===== src/rtl/scara_pkg.sv =====
// Shared types and widths for the SCARA step-command path.
package scara_pkg;

    localparam int unsigned STEP_W = 8;
    localparam int unsigned POS_W  = 16;

    typedef enum logic [1:0] {
        IDLE,
        SETUP,
        RUN
    } drv_state_t;

endpackage


===== src/rtl/stepper_channel.sv =====
// One step/dir channel: step count, period counter and pulse compare.
// Position tracking is present only when STEPPER_POS_TRACK_EN is defined.
module stepper_channel
    import scara_pkg::*;
#(
    parameter int unsigned STEP_PERIOD = 1000,
    parameter int unsigned PULSE_W     = 100
) (
    input  logic              clk,
    input  logic              reset,
    input  logic              load,
    input  logic [STEP_W-1:0] count_in,
    input  logic              run,
    input  logic              arm,
    output logic              period_end,
    output logic              busy,
    output logic              last,
    output logic              step_out
`ifdef STEPPER_POS_TRACK_EN
    ,
    input  logic                    dir,
    output logic signed [POS_W-1:0] pos
`endif
);

    localparam int unsigned PerW = (STEP_PERIOD > 1) ? $clog2(STEP_PERIOD) : 1;
    localparam logic [PerW-1:0] PerLast  = PerW'(STEP_PERIOD - 1);
    localparam logic [PerW-1:0] PulseEnd = PerW'(PULSE_W);

    logic [STEP_W-1:0] cnt_q, cnt_d;
    logic [PerW-1:0]   per_q, per_d;
    logic              step_q, step_d;

    always_comb begin
        period_end = run && (per_q == PerLast);
        busy       = (cnt_q != '0);
        last       = (cnt_q <= STEP_W'(1));
        cnt_d      = cnt_q;
        per_d      = '0;
        if (load) begin
            cnt_d = count_in;
        end else if (period_end && busy) begin
            cnt_d = cnt_q - STEP_W'(1);
        end
        if (run && !period_end) begin
            per_d = per_q + PerW'(1);
        end
        // Step is computed from next-cycle values so the flop output lines up with the period.
        step_d   = arm && (cnt_d != '0) && (per_d < PulseEnd);
        step_out = step_q;
    end

    always_ff @(posedge clk or negedge reset) begin
        if (!reset) begin
            cnt_q  <= '0;
            per_q  <= '0;
            step_q <= 1'b0;
        end else begin
            cnt_q  <= cnt_d;
            per_q  <= per_d;
            step_q <= step_d;
        end
    end

`ifdef STEPPER_POS_TRACK_EN
    logic signed [POS_W-1:0] pos_q, pos_d;

    always_comb begin
        pos_d = pos_q;
        if (step_d && !step_q) begin
            pos_d = dir ? (pos_q + POS_W'(1)) : (pos_q - POS_W'(1));
        end
        pos = pos_q;
    end

    always_ff @(posedge clk or negedge reset) begin
        if (!reset) begin
            pos_q <= '0;
        end else begin
            pos_q <= pos_d;
        end
    end
`endif

endmodule


===== src/rtl/stepper_pulse_driver.sv =====
// Step/dir pulse driver for the two SCARA joint steppers.
// Optional pos1/pos2 tracking is enabled by defining STEPPER_POS_TRACK_EN.
module stepper_pulse_driver
    import scara_pkg::*;
#(
    parameter int unsigned STEP_PERIOD = 1000,
    parameter int unsigned PULSE_W     = 100,
    parameter int unsigned DIR_SETUP   = 50
) (
    input  logic              clk,
    input  logic              reset,
    input  logic [STEP_W-1:0] steps1,
    input  logic [STEP_W-1:0] steps2,
    input  logic              dir1,
    input  logic              dir2,
    input  logic              dataReady,
    output logic              stepperReady,
    output logic              step1_out,
    output logic              step2_out,
    output logic              dir1_out,
    output logic              dir2_out,
    output logic              overrun
`ifdef STEPPER_POS_TRACK_EN
    ,
    output logic signed [POS_W-1:0] pos1,
    output logic signed [POS_W-1:0] pos2
`endif
);

    localparam int unsigned SetW = $clog2(DIR_SETUP + 1);
    localparam logic [SetW-1:0] SetLast = SetW'(DIR_SETUP - 1);

    drv_state_t      state_q, state_d;
    logic [SetW-1:0] set_q, set_d;
    logic            dr_q;
    logic            rdy_q, rdy_d;
    logic            dir1_q, dir1_d, dir2_q, dir2_d;
    logic            ovr_q, ovr_d;

    logic rise, accept, run, arm;
    logic end1, end2, busy1, busy2, last1, last2;

    always_comb begin
        rise    = dataReady && !dr_q;
        accept  = rise && (state_q == IDLE);
        state_d = state_q;
        set_d   = set_q;
        dir1_d  = dir1_q;
        dir2_d  = dir2_q;
        ovr_d   = ovr_q || (rise && (state_q != IDLE));
        unique case (state_q)
            IDLE: begin
                if (accept) begin
                    state_d = SETUP;
                    set_d   = '0;
                    dir1_d  = dir1;
                    dir2_d  = dir2;
                end
            end
            SETUP: begin
                if (set_q == SetLast) begin
                    state_d = (busy1 || busy2) ? RUN : IDLE;
                end else begin
                    set_d = set_q + SetW'(1);
                end
            end
            RUN: begin
                if (end1 && end2 && last1 && last2) begin
                    state_d = IDLE;
                end
            end
            default: state_d = IDLE;
        endcase
        rdy_d = (state_d == IDLE);
        run   = (state_q == RUN);
        arm   = (state_d == RUN);
    end

    always_ff @(posedge clk or negedge reset) begin
        if (!reset) begin
            state_q <= IDLE;
            set_q   <= '0;
            dr_q    <= 1'b0;
            rdy_q   <= 1'b1;
            dir1_q  <= 1'b0;
            dir2_q  <= 1'b0;
            ovr_q   <= 1'b0;
        end else begin
            state_q <= state_d;
            set_q   <= set_d;
            dr_q    <= dataReady;
            rdy_q   <= rdy_d;
            dir1_q  <= dir1_d;
            dir2_q  <= dir2_d;
            ovr_q   <= ovr_d;
        end
    end

    assign stepperReady = rdy_q;
    assign dir1_out     = dir1_q;
    assign dir2_out     = dir2_q;
    assign overrun      = ovr_q;

    stepper_channel #(
        .STEP_PERIOD(STEP_PERIOD),
        .PULSE_W    (PULSE_W)
    ) u_ch1 (
        .clk       (clk),
        .reset     (reset),
        .load      (accept),
        .count_in  (steps1),
        .run       (run),
        .arm       (arm),
        .period_end(end1),
        .busy      (busy1),
        .last      (last1),
        .step_out  (step1_out)
`ifdef STEPPER_POS_TRACK_EN
        ,
        .dir       (dir1_q),
        .pos       (pos1)
`endif
    );

    stepper_channel #(
        .STEP_PERIOD(STEP_PERIOD),
        .PULSE_W    (PULSE_W)
    ) u_ch2 (
        .clk       (clk),
        .reset     (reset),
        .load      (accept),
        .count_in  (steps2),
        .run       (run),
        .arm       (arm),
        .period_end(end2),
        .busy      (busy2),
        .last      (last2),
        .step_out  (step2_out)
`ifdef STEPPER_POS_TRACK_EN
        ,
        .dir       (dir2_q),
        .pos       (pos2)
`endif
    );

endmodule

===== config.mk =====
export PLATFORM = sky130hd
export DESIGN_NAME = stepper_pulse_driver
export DESIGN_NICKNAME = d
export VERILOG_FILES = /design/src/rtl/scara_pkg.sv /design/src/rtl/stepper_channel.sv /design/src/rtl/stepper_pulse_driver.sv
export SDC_FILE = /design/constraint.sdc
export NUM_CORES = 1
export LEC_CHECK = 0
export BUFFER_PORTS_ARGS = -buffer_cell sky130_fd_sc_hd__buf_4
export CAP_MARGIN = 30
export CORE_ASPECT_RATIO = 1.4
export CORE_MARGIN = 1.5
export CORE_UTILIZATION = 29
export DETAILED_ROUTE_END_ITERATION = 16
export PLACE_DENSITY_LB_ADDON = 0.1
export SLEW_MARGIN = 20
export SYNTH_ARGS = -nofsm -noshare
export SYNTH_HDL_FRONTEND = slang
export SYNTH_SLANG_ARGS = --single-unit

===== constraint.sdc =====
create_clock -name clk -period 6.8 [get_ports clk]
set_clock_uncertainty 0.2 [all_clocks]
set_input_delay 1.02 -clock clk [delete_from_list [all_inputs] [get_ports clk]]
set_output_delay 1.02 -clock clk [all_outputs]
set_load 0.05 [all_outputs]

After elaboration in Yosys (flattened, before gate mapping)
Cells that the tools add are included.

cells by class
  add/sub/neg operators = 5
  multiply operators = 0
  div/mod/pow operators = 0
  order comparisons = 4
  equal/unequal tests = 8
  shifts and indexed selects = 0
  muxes and demuxes = 14
  bitwise operators = 0
  reductions and logical operators = 31

operators by type and width
  cell                     count
  $mux W8                  4
  $reduce_bool A8 Y1       4
  $add A10 B1 Y10 const B  2
  $eq A10 B10 Y1 const B   2
  $lt A10 B7 Y1 const B    2
  $mux W10                 2
  $le A8 B1 Y1 const B     2
  $logic_and A1 B1 Y1      16
  $sub A8 B1 Y8 const B    2
  $mux W6                  2
  $pmux W6 S2              1
  $mux W2                  4
  $add A6 B1 Y6 const B    1
  $eq A6 B6 Y1 const B     1
  $pmux W2 S3              1
  $eq A2 B2 Y1 const B     2
  $logic_not A2 Y1         2
  $ne A2 B2 Y1 const B     2
  $reduce_bool A2 Y1       2
  $logic_not A1 Y1         3
  $reduce_and A3 Y1        1
  $eq A2 B1 Y1 const B     1
  $logic_or A1 B1 Y1       2
  $reduce_and A2 Y1        1

word-level totals
  bits in registers = 51
  latch bits = 0
  bits in writable memories = 0
  ROM bits = 0
  input bits = 21
  output and inout bits = 6
  logic and storage cells = 75
  memories = 0

Logic depth before layout (Yosys ltp)
Gate-level depths: netlist of run 1.

  word-level depth = 10
  mapped depth = 8
  mapped depth without buffers = 8

By module
Synthesis of run 1 repeated with hierarchy kept, for this count alone.

second synthesis, totals
  cells, all modules = 310
  area, all modules = 2984.1 um^2

by module, submodules not included
  module                   times used  cells an instance  area an instance (um^2)  seq. area each (um^2)
  stepper_channel (u_ch2)  1           121                1149.9                   475.5
  stepper_channel (u_ch1)  1           123                1147.4                   475.5
  stepper_pulse_driver     1           66                 686.9                    326.6

Worst setup path before layout of run 1
No wires, ideal clock.

  path kind = input port to flip-flop
  start = input dataReady
  end = register u_ch2.step_q, in the netlist u_ch2.step_out
  library setup time = 0.131 ns
  arrival = 2.492 ns
  required time = 6.469 ns
  path slack = 3.977 ns
  cell stages on the path = 6
  buffers on the path = 2
  path through = or4b_2 -> clkbuf_1 -> clkbuf_1 -> o22a_1 -> nor4_1 -> a21oi_1

between the ends
  elaborated cells between the ends (all ways) = 9
  classes of those cells = 1 x eq/ne; 3 x mux; 5 x reduce/logical

RTL lines
  element                            RTL line                    source
  from (decl)                        stepper_pulse_driver.sv:16  input logic dataReady,
  $logic_and A1 B1 Y1                stepper_pulse_driver.sv:44  rise = dataReady && !dr_q;
  $logic_and A1 B1 Y1                stepper_pulse_driver.sv:45  accept = rise && (state_q == IDLE);
  $mux W8                            stepper_channel.sv:40       if (load) begin
  net u_ch2.cnt_d[7]                 stepper_channel.sv:30       logic [STEP_W-1:0] cnt_q, cnt_d;
  $reduce_bool A8 Y1                 stepper_channel.sv:49       step_d = arm && (cnt_d != '0) && (per_d < PulseEnd);
  $logic_and A1 B1 Y1 (2 in series)  stepper_channel.sv:49
  net u_ch2.step_d                   stepper_channel.sv:32       logic step_q, step_d;
  to (signal assigned)               stepper_channel.sv:61       step_q <= step_d;
  to (decl)                          stepper_channel.sv:32

The timed path passes the listed nets, and every way through them passes these cells.
A chain may end at the register's enable or synchronous reset.

Worst setup path after layout of run 1
  start = register u_ch2.cnt_q[0]
  end = register u_ch2.step_q, in the netlist u_ch2.step_out

between the ends
  elaborated cells between the ends (all ways) = 16
  classes of those cells = 1 x add/sub; 1 x order compare; 1 x eq/ne; 6 x mux; 7 x reduce/logical

RTL lines
  element                                                                RTL line               source
  from (decl)                                                            stepper_channel.sv:30
  from (signal assigned)                                                 stepper_channel.sv:59  cnt_q <= cnt_d;
  parallel branches: the longest is 2 deep, another holds $sub A8 B1 Y8  --
  $mux W8 *                                                              stepper_channel.sv:42  end else if (period_end && busy) begin
  $mux W8 *                                                              stepper_channel.sv:40
  net u_ch2.cnt_d[6]                                                     stepper_channel.sv:30
  $reduce_bool A8 Y1 *                                                   stepper_channel.sv:49
  $logic_and A1 B1 Y1 * (2 in series)                                    stepper_channel.sv:49
  net u_ch2.step_d                                                       stepper_channel.sv:32

Mark *: on every way through the listed nets, which the timed path passes.

==> results of run 1 <==
==> cells by family after synthesis <==
| family | count (synthesis) | share of synthesized area |
|---|---|---|
| adder cells (fa/ha/maj) | 8 | 0.0357 |
| AND/OR/NAND/NOR | 150 | 0.281 |
| flip-flops | 51 | 0.455 |
| XOR/XNOR | 15 | 0.0468 |
| multiplexers | 3 | 0.0107 |
| buffers and inverters | 17 | 0.0227 |
| AO/OA/AOI/OAI | 63 | 0.148 |
==> worst paths after layout <==
check	startpoint	endpoint	slack, ps	depth (start not counted)
max	u_ch2.cnt_q[0]$_DFF_PN0_	u_ch2.step_out$_DFF_PN0_	3690	8
min in group asynchronous	reset	u_ch2.cnt_q[7]$_DFF_PN0_	560	1
max in group asynchronous	reset	u_ch1.per_q[6]$_DFF_PN0_	5380	1
min reg2reg	dir1_out$_DFFE_PN0P_	dir1_out$_DFFE_PN0P_	280	2
min	dir1_out$_DFFE_PN0P_	dir1_out$_DFFE_PN0P_	280	2
max reg2reg	u_ch2.cnt_q[0]$_DFF_PN0_	u_ch2.step_out$_DFF_PN0_	3690	8
==> power breakdown <==
| group | switching (W) | internal (W) | total [W] |
|---|---|---|---|
| sequential | 0.0000925 | 0.000379 | 0.000472 |
| combinational | 0.000170 | 0.000122 | 0.000293 |
| clock | 0.000114 | 0.000137 | 0.000250 |
| total | 0.000376 | 0.000638 | 0.00101 |
==> worst min-delay path, cell delays in order, from the launching register on <==
cell and delay [ps]:
sky130_fd_sc_hd__dfrtp_1 350, sky130_fd_sc_hd__nand2_1 50, sky130_fd_sc_hd__nand2_1 50
==> registers in the layout (all words and copies together), names as in the netlist <==
signal / flops
dir2_out: 1
dr_q: 1
u_ch1.cnt_q: 8
u_ch2.step_out: 1
dir1_out: 1
u_ch1.per_q: 10
state_q: 2
stepperReady: 1
overrun: 1
set_q: 6
u_ch2.per_q: 10
u_ch1.step_out: 1
u_ch2.cnt_q: 8
==> metrics by stage <==
stage | setup WS, ps | std cells
4_1_cts | 3720 | 445
6_report | 3690 | 445
2_1_floorplan | 3980 | 307
3_5_place_dp | 3540 | 437
5_1_grt | 3490 | 445
3_3_place_gp | 3580 | 437
==> layout make-up <==
class | instances | share of cell area
repair buffers | 28 | 0.0642
clock inverters | 1 | 0.00153
flip-flops and latches | 51 | 0.390
clock buffers | 7 | 0.0405
inverters | 9 | 0.0103
multi-input cells | 239 | 0.451
well taps | 110 | 0.0420
==> layer usage <==
layer | global-route usage | routed length, µm
met5 | 0 | 0
met4 | 0.0484 | 102
met3 | 0.0229 | 115
met1 | 0.180 | 3160
met2 | 0.268 | 3700
==> synthesized netlist by cell type, types with 3 or more instances <==
cell | n | area share
sky130_fd_sc_hd__nand3_1 | 15 | 0.027
sky130_fd_sc_hd__a31oi_1 | 5 | 0.011
sky130_fd_sc_hd__nand4_1 | 8 | 0.018
sky130_fd_sc_hd__or4_1 | 6 | 0.016
sky130_fd_sc_hd__xnor2_1 | 7 | 0.022
sky130_fd_sc_hd__ha_1 | 8 | 0.036
sky130_fd_sc_hd__mux2i_1 | 3 | 0.011
sky130_fd_sc_hd__nor3_1 | 8 | 0.014
sky130_fd_sc_hd__or3_1 | 9 | 0.020
sky130_fd_sc_hd__nor2_1 | 41 | 0.055
sky130_fd_sc_hd__nand2_1 | 29 | 0.039
sky130_fd_sc_hd__nor2b_1 | 3 | 0.0067
sky130_fd_sc_hd__a31o_2 | 4 | 0.012
sky130_fd_sc_hd__xor2_1 | 8 | 0.025
sky130_fd_sc_hd__dfrtp_1 | 50 | 0.45
sky130_fd_sc_hd__clkbuf_1 | 8 | 0.011
sky130_fd_sc_hd__inv_1 | 9 | 0.012
sky130_fd_sc_hd__nor4_1 | 12 | 0.027
sky130_fd_sc_hd__a21oi_1 | 14 | 0.025
sky130_fd_sc_hd__nand2b_1 | 4 | 0.0089
sky130_fd_sc_hd__o21ai_0 | 18 | 0.032
==> summary.txt, run 1 <==
Run status
  – Result of the run: finished, final reports clean

Drt
  – Initial DRT Pass Iterations: 4
  – Remaining DRCs: 0
  – Final wirelength: 7080 µm
  – Total via count in the routed design: 2,368
  – Ratio of routed vias to standard cells: 5.32
  – Number of routed nets with antenna violations: 0
  – Mean routed wirelength per cell: 15.9 µm
  – Iteration-0 DRC Markers: 79

Clock network
  – Clock root buffer: sky130_fd_sc_hd__clkbuf_16
  – Clock tree from TritonCTS: built
  – Sink Count: 51
  – Clock insertion delay at the later pin of the skew report: 290 ps
  – Reg clk slew, reported paths: 70 ps
  – Post-cts gate resize count: 0
  – Number of buffers added to fix hold violations after cts: 0
  – CTS max path bufs: 2
  – # H-tree levels: 2
  – Inserted Clock Buffers: 5
  – Post-CTS setup repair buffer count: 0

Global route
  – All-Layer GR Usage: 0.150
  – Pin count of the biggest net entering global routing: 52
  – Initial antenna violation count: 0
  – Total global routing overflow: 0
  – Number of global-route vias before repair: 2,444
  – Global-route wire length before repair: 12,100 µm

Timing
  – Final Hold Violating Endpoints: 0
  – Fin Setup TNS: 0 ps
  – Final period demand of the worst path: 3110 ps
  – Slew headroom: 0.405
  – Worst hold margin: 275 ps
  – RSZ-0062 raised after global routing: false
  – Final Setup Violations: 0
  – Max-slew violation count: 0
  – Transition at the pin with the smallest max-transition slack: 884 ps
  – Tcrit/Tclk final: 0.457
  – Fmax achieved: 322 MHz

Finish
  – Number of inserted diodes: 0
  – Footprint of the multi-input gates: 1480 µm²
  – Most frequent standard cell in the layout excluding fill and tap cells: sky130_fd_sc_hd__dfrtp_1
  – Nets: 363
  – Share of the core filled with cells: 0.346
  – FF/Latch Area: 1280 µm²
  – Proportion of layout cells with a drive suffix above 1: 0.140
  – Most frequent cells in the layout: 50 x sky130_fd_sc_hd__dfrtp_1, 41 x sky130_fd_sc_hd__nor2_1, 29 x sky130_fd_sc_hd__nand2_1
  – Post-route cell area: 3280 µm²
  – Number of filler instances in the final layout: 1,027
  – Area growth from synthesis to layout: 16.7%

Floorplanning
  – Vertical die dimension: 119 µm
  – Starting utilization of the core area: 0.297
  – Standard cell core area: 9460 µm²
  – Full die area: 10,300 µm²
  – Count of pins on the block boundary: 27
  – FP Rows: 42
  – Chip Width: 86.2 µm

Setup path
  – Worst Setup Start Kind: flop
  – Family with the most delay on the worst path: simple AND/OR/NAND/NOR gates
  – Crit-path cells: inv_1, ha_1, or3b_2, nor4_1, nand2_1, a31o_2, nor4_1, a21oi_1
  – Required arrival time at the worst endpoint: 6760 ps
  – Combined buffer and inverter count along the critical path: 1
  – Kind of end point of the critical path: flop
  – Biggest cell delay along the critical path: 540 ps
  – Critical path class: flop to flop
  – Maximum fanout encountered on the critical timing path: 8
  – CP dominant cell by count: sky130_fd_sc_hd__nor4_1
  – CP max-delay cell: sky130_fd_sc_hd__nor4_1
  – CP arrival: 3070 ps

Power
  – Post-layout total power: 0.00101 W
  – Worst supply voltage drop on vdd: 0.0000970 V
  – Power density relative to cell area: 310 nW/µm²
  – Leak pwr: 1.25 nW

Synthesis
  – Synthesized netlist net count: 336
  – Avg Inst Size Synth: 9.15 µm²
  – Portion of the post-synthesis area used by sequential elements: 0.455
  – Gate Count Post-Synth: 307
  – Most frequently used flop master after synthesis: sky130_fd_sc_hd__dfrtp_1
  – Cell area after synthesis: 2810 µm²
  – Total of warnings raised by yosys: 0
  – Number of different library cells in the post-synthesis netlist: 52
  – Synth Register Bits: 51
  – Number of flops mapped to enable cells by yosys: 0
  – Asr flop ratio synth: 1.00

Worst hold path
  – Worst hold path class: flop to flop

Place
  – Routability congestion estimate: 0.733
  – Detail Placement HPWL: 5140 µm
  – Area after DPL: 3130 µm²
  – Number of buffers inserted by port buffering: 26

Job
  – Count of max-cap constraint violations: 0
No activity file was read; power rests on OpenSTA's default activity.
==> run 2: changes to the inputs <==
==> constraint.sdc (replaced) <==
create_clock -name clk -period 3.2 [get_ports clk]
set_clock_uncertainty 0.2 [all_clocks]
set_input_delay 0.48 -clock clk [delete_from_list [all_inputs] [get_ports clk]]
set_output_delay 0.48 -clock clk [all_outputs]
set_load 0.05 [all_outputs]
==> run 2 against run 1 <==
Die area is the same. Power up 110%. Sequential share of layout area shrank 0.54 points. Clock power rose by 110%. Count of clock-buffer cells in the layout unchanged. Register-to-register slack worse by 3200 ps. Non-clock buffer count up 7. First-iteration DRC count grew 1.3%. Utilization increased by 0.49 points. Cell count is 1.6% higher. Global-route usage decreased by 0.067 points. Sequential power is 110% higher.
==> summary.txt, run 2 (synthesis gave the netlist of run 1 again) <==
Run status
  – Result of the run: finished, final reports clean

Setup path
  – Capture point of the worst reg-to-reg path: u_ch2.step_out$_DFF_PN0_
  – Critical path class: flop to flop
  – Reg-to-reg critical path startpoint: u_ch2.per_q[0]$_DFF_PN0_
  – CP arrival: 2770 ps
  – Worst Setup Start Kind: flop
  – Maximum fanout encountered on the critical timing path: 7
  – Worst R2R Path Depth: 7
  – CP max-delay cell: sky130_fd_sc_hd__or4_4
  – Register-to-register setup slack: 450 ps
  – Required arrival time at the worst endpoint: 3220 ps
  – Crit-path cells: ha_1, nand3_1, or4_4, a2111o_1, a31oi_2, nor4_1, a21oi_1
  – Biggest cell delay along the critical path: 650 ps
  – Kind of end point of the critical path: flop
  – Startpoint of the most critical setup path: u_ch2.per_q[0]$_DFF_PN0_
  – Capturing instance or port of the critical path: u_ch2.step_out$_DFF_PN0_

Timing
  – Fmax achieved: 364 MHz
  – Max-slew violation count: 0
  – RSZ-0062 raised after global routing: false
  – Final Setup Violations: 0
  – Final Hold Violating Endpoints: 0
  – Final period demand of the worst path: 2750 ps
  – Transition at the pin with the smallest max-transition slack: 775 ps
  – Tcrit/Tclk final: 0.859
  – Slew headroom: 0.478
  – Fin Setup TNS: 0 ps

Finish
  – Number of inserted diodes: 0
  – Number of filler instances in the final layout: 993
  – Most frequent standard cell in the layout excluding fill and tap cells: sky130_fd_sc_hd__dfrtp_1
  – Most frequent cells in the layout: 50 x sky130_fd_sc_hd__dfrtp_1, 41 x sky130_fd_sc_hd__nor2_1, 35 x sky130_fd_sc_hd__buf_4
  – Nets: 370
  – Area growth from synthesis to layout: 18.3%
  – Proportion of layout cells with a drive suffix above 1: 0.155
  – Share of the core filled with cells: 0.351
  – Registers with the highest flip-flop counts: u_ch1.per_q x10, u_ch2.per_q x10

Clock network
  – Inserted Clock Buffers: 5
  – Clock tree from TritonCTS: built
  – Post-CTS setup repair buffer count: 0
  – Sink Count: 51
  – CTS max path bufs: 2
  – Clock root buffer: sky130_fd_sc_hd__clkbuf_16
  – Reg clk slew, reported paths: 70 ps
  – # H-tree levels: 2
  – Clock insertion delay at the later pin of the skew report: 290 ps
  – Post-cts gate resize count: 0
  – Number of buffers added to fix hold violations after cts: 0

Power
  – Worst supply voltage drop on vdd: 0.000195 V
  – Power density relative to cell area: 648 nW/µm²
  – Leak pwr: 1.29 nW

Drt
  – Final wirelength: 7140 µm
  – Ratio of routed vias to standard cells: 5.30
  – Iteration-0 DRC Markers: 80
  – Number of routed nets with antenna violations: 0
  – Mean routed wirelength per cell: 15.8 µm
  – Initial DRT Pass Iterations: 4
  – Total via count in the routed design: 2,396
  – Remaining DRCs: 0

Floorplanning
  – Vertical die dimension: 119 µm
  – Starting utilization of the core area: 0.297
  – Chip Width: 86.2 µm
  – Standard cell core area: 9460 µm²
  – Count of pins on the block boundary: 27
  – FP Rows: 42
  – Full die area: 10,300 µm²

Global route
  – Total global routing overflow: 0
  – Pin count of the biggest net entering global routing: 52
  – Initial antenna violation count: 0
  – All-Layer GR Usage: 0.149
  – Number of global-route vias before repair: 2,424
  – Global-route wire length before repair: 12,000 µm

Place
  – Routability congestion estimate: 0.742
  – Number of buffers inserted by port buffering: 26
  – Detail Placement HPWL: 5160 µm

Worst hold path
  – Worst hold path class: input pin to asynchronous set/reset pin

Job
  – Count of max-cap constraint violations: 0
==> run 2: how the worst min path moves through the flow <==
stage                                    start  cells after the start                  endpoint  slack, ps
after floorplan                          reset                      0      dir1_out$_DFFE_PN0P_        -20
after CTS                                reset                      1  u_ch2.cnt_q[6]$_DFF_PN0_         60
after global placement    dir2_out$_DFFE_PN0P_                      2      dir2_out$_DFFE_PN0P_        260
final                                    reset                      1      set_q[3]$_DFFE_PN0P_         20
after global routing                     reset                      1      set_q[1]$_DFFE_PN0P_         80
after detailed placement  dir2_out$_DFFE_PN0P_                      2      dir2_out$_DFFE_PN0P_        270
==> run 2: layout make-up <==
type / instances / area, µm² / area share
sequential: 51 / 1280 / 0.385
inverter: 9 / 33.8 / 0.0102
timing repair buffer: 35 / 263 / 0.0791
multi-input combinational: 239 / 1470 / 0.443
clock buffer: 7 / 133 / 0.0399
tap: 110 / 138 / 0.0414
clock inverter: 1 / 5.00 / 0.00151
==> run 2: per-layer routing <==
| metal | wire [µm] | global-route usage |
|---|---|---|
| met2 | 3760 | 0.269 |
| met5 | 0 | 0 |
| met1 | 3090 | 0.173 |
| met4 | 85 | 0.0504 |
| met3 | 194 | 0.0284 |
==> run 2: power by group <==
| group | switching, W | total, W | leakage (nW) | internal [W] |
|---|---|---|---|---|
| clock network | 0.000233 | 0.000522 | 0.0679 | 0.000290 |
| registers | 0.000191 | 0.000997 | 0.645 | 0.000806 |
| logic | 0.000366 | 0.000632 | 0.576 | 0.000265 |
| total | 0.000790 | 0.00215 | 1.29 | 0.00136 |
==> run 2: through the flow <==
stage	hold WS (ps)	instances	area [µm²]	total power, W	worst slack (ps)
5_1_grt	82.1	452	3320	0.00232	201
6_report	17.9	452	3320	0.00215	452
3_5_place_dp	268	444	3180	0.00165	443
4_1_cts	62.9	452	3320	0.00219	429
2_1_floorplan	-15.6	307	2810	0.00141	603
3_3_place_gp	261	444	3180	0.00165	453
==> run 2: critical path: cells and delay by family, from the launching register on <==
kind / cells / cell delay [ps]
compound gates: 3 / 770
fa+ha+maj: 1 / 290
flops: 1 / 380
simple gates: 3 / 1030
==> run 3: changes to the inputs <==
--- a/config.mk
+++ b/config.mk
@@ -5,11 +5,13 @@
 export SDC_FILE = /design/constraint.sdc
 export NUM_CORES = 1
 export LEC_CHECK = 0
+export ABC_AREA = 1
 export BUFFER_PORTS_ARGS = -buffer_cell sky130_fd_sc_hd__buf_4
 export CAP_MARGIN = 30
 export CORE_ASPECT_RATIO = 1.4
 export CORE_MARGIN = 1.5
 export CORE_UTILIZATION = 29
+export CTS_BUF_LIST = sky130_fd_sc_hd__clkbuf_4 sky130_fd_sc_hd__clkbuf_8 sky130_fd_sc_hd__clkbuf_16
 export DETAILED_ROUTE_END_ITERATION = 16
 export PLACE_DENSITY_LB_ADDON = 0.1
 export SLEW_MARGIN = 20
==> run 3 against run 2 <==
Critical path type unchanged. First-iteration DRC count increased by 71%. Fmax rose by 22%. Die area rose by 9.2%. Combinational power is 95% lower. Worst hold slack better by 1.7 ps. Via count increased by 14%. Sequential share of layout area decreased by 3.2 points. Largest cell class unchanged.
==> summary.txt, run 3 <==
Synthesis
  – Top cell type's share of synthesized area: 0.407
  – Asr flop ratio synth: 1.00
  – Number of different library cells in the post-synthesis netlist: 31
  – Synthesized netlist net count: 463
  – Number of flops mapped to enable cells by yosys: 0
  – Most frequent cells after synthesis: 111 x sky130_fd_sc_hd__nand2_1, 65 x sky130_fd_sc_hd__inv_1, 60 x sky130_fd_sc_hd__nor2_1
  – Largest cells by area after synthesis: sky130_fd_sc_hd__dfrtp_1 41%, sky130_fd_sc_hd__nand2_1 14%, sky130_fd_sc_hd__nand3_1 9.6%, sky130_fd_sc_hd__inv_1 7.9%, sky130_fd_sc_hd__nor2_1 7.3%
  – Top-count cell post-synth: sky130_fd_sc_hd__nand2_1
  – Synth Register Bits: 51
  – Portion of the post-synthesis area used by sequential elements: 0.416
  – Avg Inst Size Synth: 7.08 µm²
  – Gate Count Post-Synth: 434
  – Synth area leader: sky130_fd_sc_hd__dfrtp_1
  – Most frequently used flop master after synthesis: sky130_fd_sc_hd__dfrtp_1
  – Cell area after synthesis: 3070 µm²
  – Total of warnings raised by yosys: 0

Floorplanning
  – FP Rows: 44
  – Full die area: 11,200 µm²
  – Starting utilization of the core area: 0.297
  – Count of pins on the block boundary: 27
  – Vertical die dimension: 125 µm
  – Standard cell core area: 10,300 µm²
  – Chip Width: 90.0 µm

Setup path
  – CP dominant cell by count: sky130_fd_sc_hd__nand2_1
  – CP max-delay cell: sky130_fd_sc_hd__dfrtp_1
  – Reg-to-reg critical path startpoint: state_q[0]$_DFF_PN0_
  – Required arrival time at the worst endpoint: 3190 ps
  – Combined buffer and inverter count along the critical path: 1
  – Biggest cell delay along the critical path: 450 ps
  – Worst R2R Path Depth: 9
  – Kind of end point of the critical path: flop
  – Maximum fanout encountered on the critical timing path: 22
  – Register-to-register setup slack: 950 ps
  – CP arrival: 2240 ps
  – Family with the most delay on the worst path: simple AND/OR/NAND/NOR gates
  – Critical path class: flop to flop
  – Crit-path cells: nor2_1, nand2_1, buf_4, nand2_2, nand2_1, nor2_1, nand2_1, o21ai_1, a21oi_1
  – Capture point of the worst reg-to-reg path: set_q[5]$_DFFE_PN0P_
  – Worst Setup Start Kind: flop

Clock network
  – Post-CTS setup repair buffer count: 0
  – Reg clk slew, reported paths: 70 ps
  – Clock tree from TritonCTS: built
  – # H-tree levels: 2
  – Sink Count: 51
  – Number of buffers added to fix hold violations after cts: 0
  – Post-cts gate resize count: 0
  – Inserted Clock Buffers: 5
  – Clock insertion delay at the later pin of the skew report: 300 ps
  – Clock root buffer: sky130_fd_sc_hd__clkbuf_16
  – CTS max path bufs: 2

Place
  – Minimum setup slack after placement: 915 ps
  – Detail Placement HPWL: 5600 µm
  – Area after DPL: 3440 µm²
  – Routability congestion estimate: 0.785
  – Number of buffers inserted by port buffering: 26

Worst hold path
  – Worst hold path class: input pin to asynchronous set/reset pin

Finish
  – Number of inserted diodes: 0
  – Area growth from synthesis to layout: 18.0%
  – Registers with the highest flip-flop counts: u_ch1.per_q x10, u_ch2.per_q x10
  – Post-route cell area: 3630 µm²
  – Number of filler instances in the final layout: 1,153
  – Proportion of layout cells with a drive suffix above 1: 0.139
  – Most frequent cells in the layout: 111 x sky130_fd_sc_hd__nand2_1, 65 x sky130_fd_sc_hd__inv_1, 60 x sky130_fd_sc_hd__nor2_1
  – Most frequent standard cell in the layout excluding fill and tap cells: sky130_fd_sc_hd__nand2_1
  – Nets: 494

Timing
  – Max-slew violation count: 0
  – Final Hold Violating Endpoints: 0
  – Worst hold margin: 19.6 ps
  – Transition at the pin with the smallest max-transition slack: 669 ps
  – RSZ-0062 raised after global routing: false
  – Final Setup Violations: 0
  – Final period demand of the worst path: 2250 ps
  – Fin Setup TNS: 0 ps
  – Tcrit/Tclk final: 0.702
  – Fmax achieved: 445 MHz
  – Slew headroom: 0.554
  – Minimum setup slack in the final design: 954 ps

Drt
  – Number of routed nets with antenna violations: 0
  – Iteration-0 DRC Markers: 137
  – Remaining DRCs: 0
  – Initial DRT Pass Iterations: 4
  – Total via count in the routed design: 2,728
  – Ratio of routed vias to standard cells: 4.52
  – Mean routed wirelength per cell: 12.1 µm
  – Final wirelength: 7330 µm

Power
  – Leak pwr: 1.92 nW
  – Worst supply voltage drop on vdd: 0.000180 V
  – Post-layout total power: 0.00137 W
  – Power density relative to cell area: 379 nW/µm²

Run status
  – Result of the run: finished, final reports clean

Global route
  – Initial antenna violation count: 0
  – Total global routing overflow: 0
  – Pin count of the biggest net entering global routing: 52
  – Number of global-route vias before repair: 2,715
  – Global-route wire length before repair: 12,800 µm
  – All-Layer GR Usage: 0.141

Job
  – Count of max-cap constraint violations: 0
==> run 3: worst max path at each step <==
stage	start	endpoint	slack (ps)	cells after the start
6_report	state_q[0]$_DFF_PN0_	set_q[5]$_DFFE_PN0P_	950	9
5_1_grt	state_q[0]$_DFF_PN0_	set_q[5]$_DFFE_PN0P_	750	9
2_1_floorplan	u_ch2.per_q[0]$_DFF_PN0_	u_ch2.step_out$_DFF_PN0_	1370	12
3_3_place_gp	dataReady	set_q[5]$_DFFE_PN0P_	910	11
4_1_cts	state_q[0]$_DFF_PN0_	set_q[5]$_DFFE_PN0P_	930	9
3_5_place_dp	dataReady	set_q[5]$_DFFE_PN0P_	910	11
==> run 3: per-stage QoR <==
stage / utilization / instances
global placement: 0.332 / 596
floorplan: - / 434
CTS: 0.351 / 604
global route: 0.351 / 604
detailed placement: 0.332 / 596
finish: 0.351 / 604
==> run 3: layout make-up <==
| cell class | instances | area, µm² | area share |
|---|---|---|---|
| Multi-Input combinational cell | 308 | 1510 | 0.417 |
| Sequential cell | 51 | 1280 | 0.352 |
| Inverter | 72 | 270 | 0.0745 |
| Timing Repair Buffer | 27 | 203 | 0.0559 |
| Tap cell | 138 | 173 | 0.0476 |
| Clock buffer | 5 | 125 | 0.0345 |
| Clock inverter | 3 | 67.6 | 0.0186 |
==> run 3: power breakdown <==
part / total [W] / switching, W / leakage, nW / internal (W)
clock: 0.000698 / 0.000249 / 0.0900 / 0.000448
sequential: 0.000645 / 0.000000155 / 0.598 / 0.000645
combinational: 0.0000322 / 0.0000167 / 1.23 / 0.0000155
==> run 3: kinds of logic (layout without fill, tap and decap cells) <==
logic type	Yosys count	count (layout)	synth area share
xor gates and xnor gates	3	3	0.00855
AOI/OAI and AO/OA	28	28	0.0509
adders and majority gates	8	8	0.0326
and+or+nand+nor	269	269	0.400
DFF	51	51	0.416
buffers and inverters	75	107	0.0924
==> run 3: routing by layer <==
layer	wire length, µm	GRT usage
met5	0	0
met4	156	0.0570
met3	196	0.0220
met2	3770	0.254
met1	3200	0.165
==> run 3: worst register-to-register path, stage by stage (launching register included) <==
cell	delay, ps
sky130_fd_sc_hd__dfrtp_1	450
sky130_fd_sc_hd__nor2_1	210
sky130_fd_sc_hd__nand2_1	260
sky130_fd_sc_hd__buf_4	310
sky130_fd_sc_hd__nand2_2	180
sky130_fd_sc_hd__nand2_1	70
sky130_fd_sc_hd__nor2_1	190
sky130_fd_sc_hd__nand2_1	100
sky130_fd_sc_hd__o21ai_1	130
sky130_fd_sc_hd__a21oi_1	50
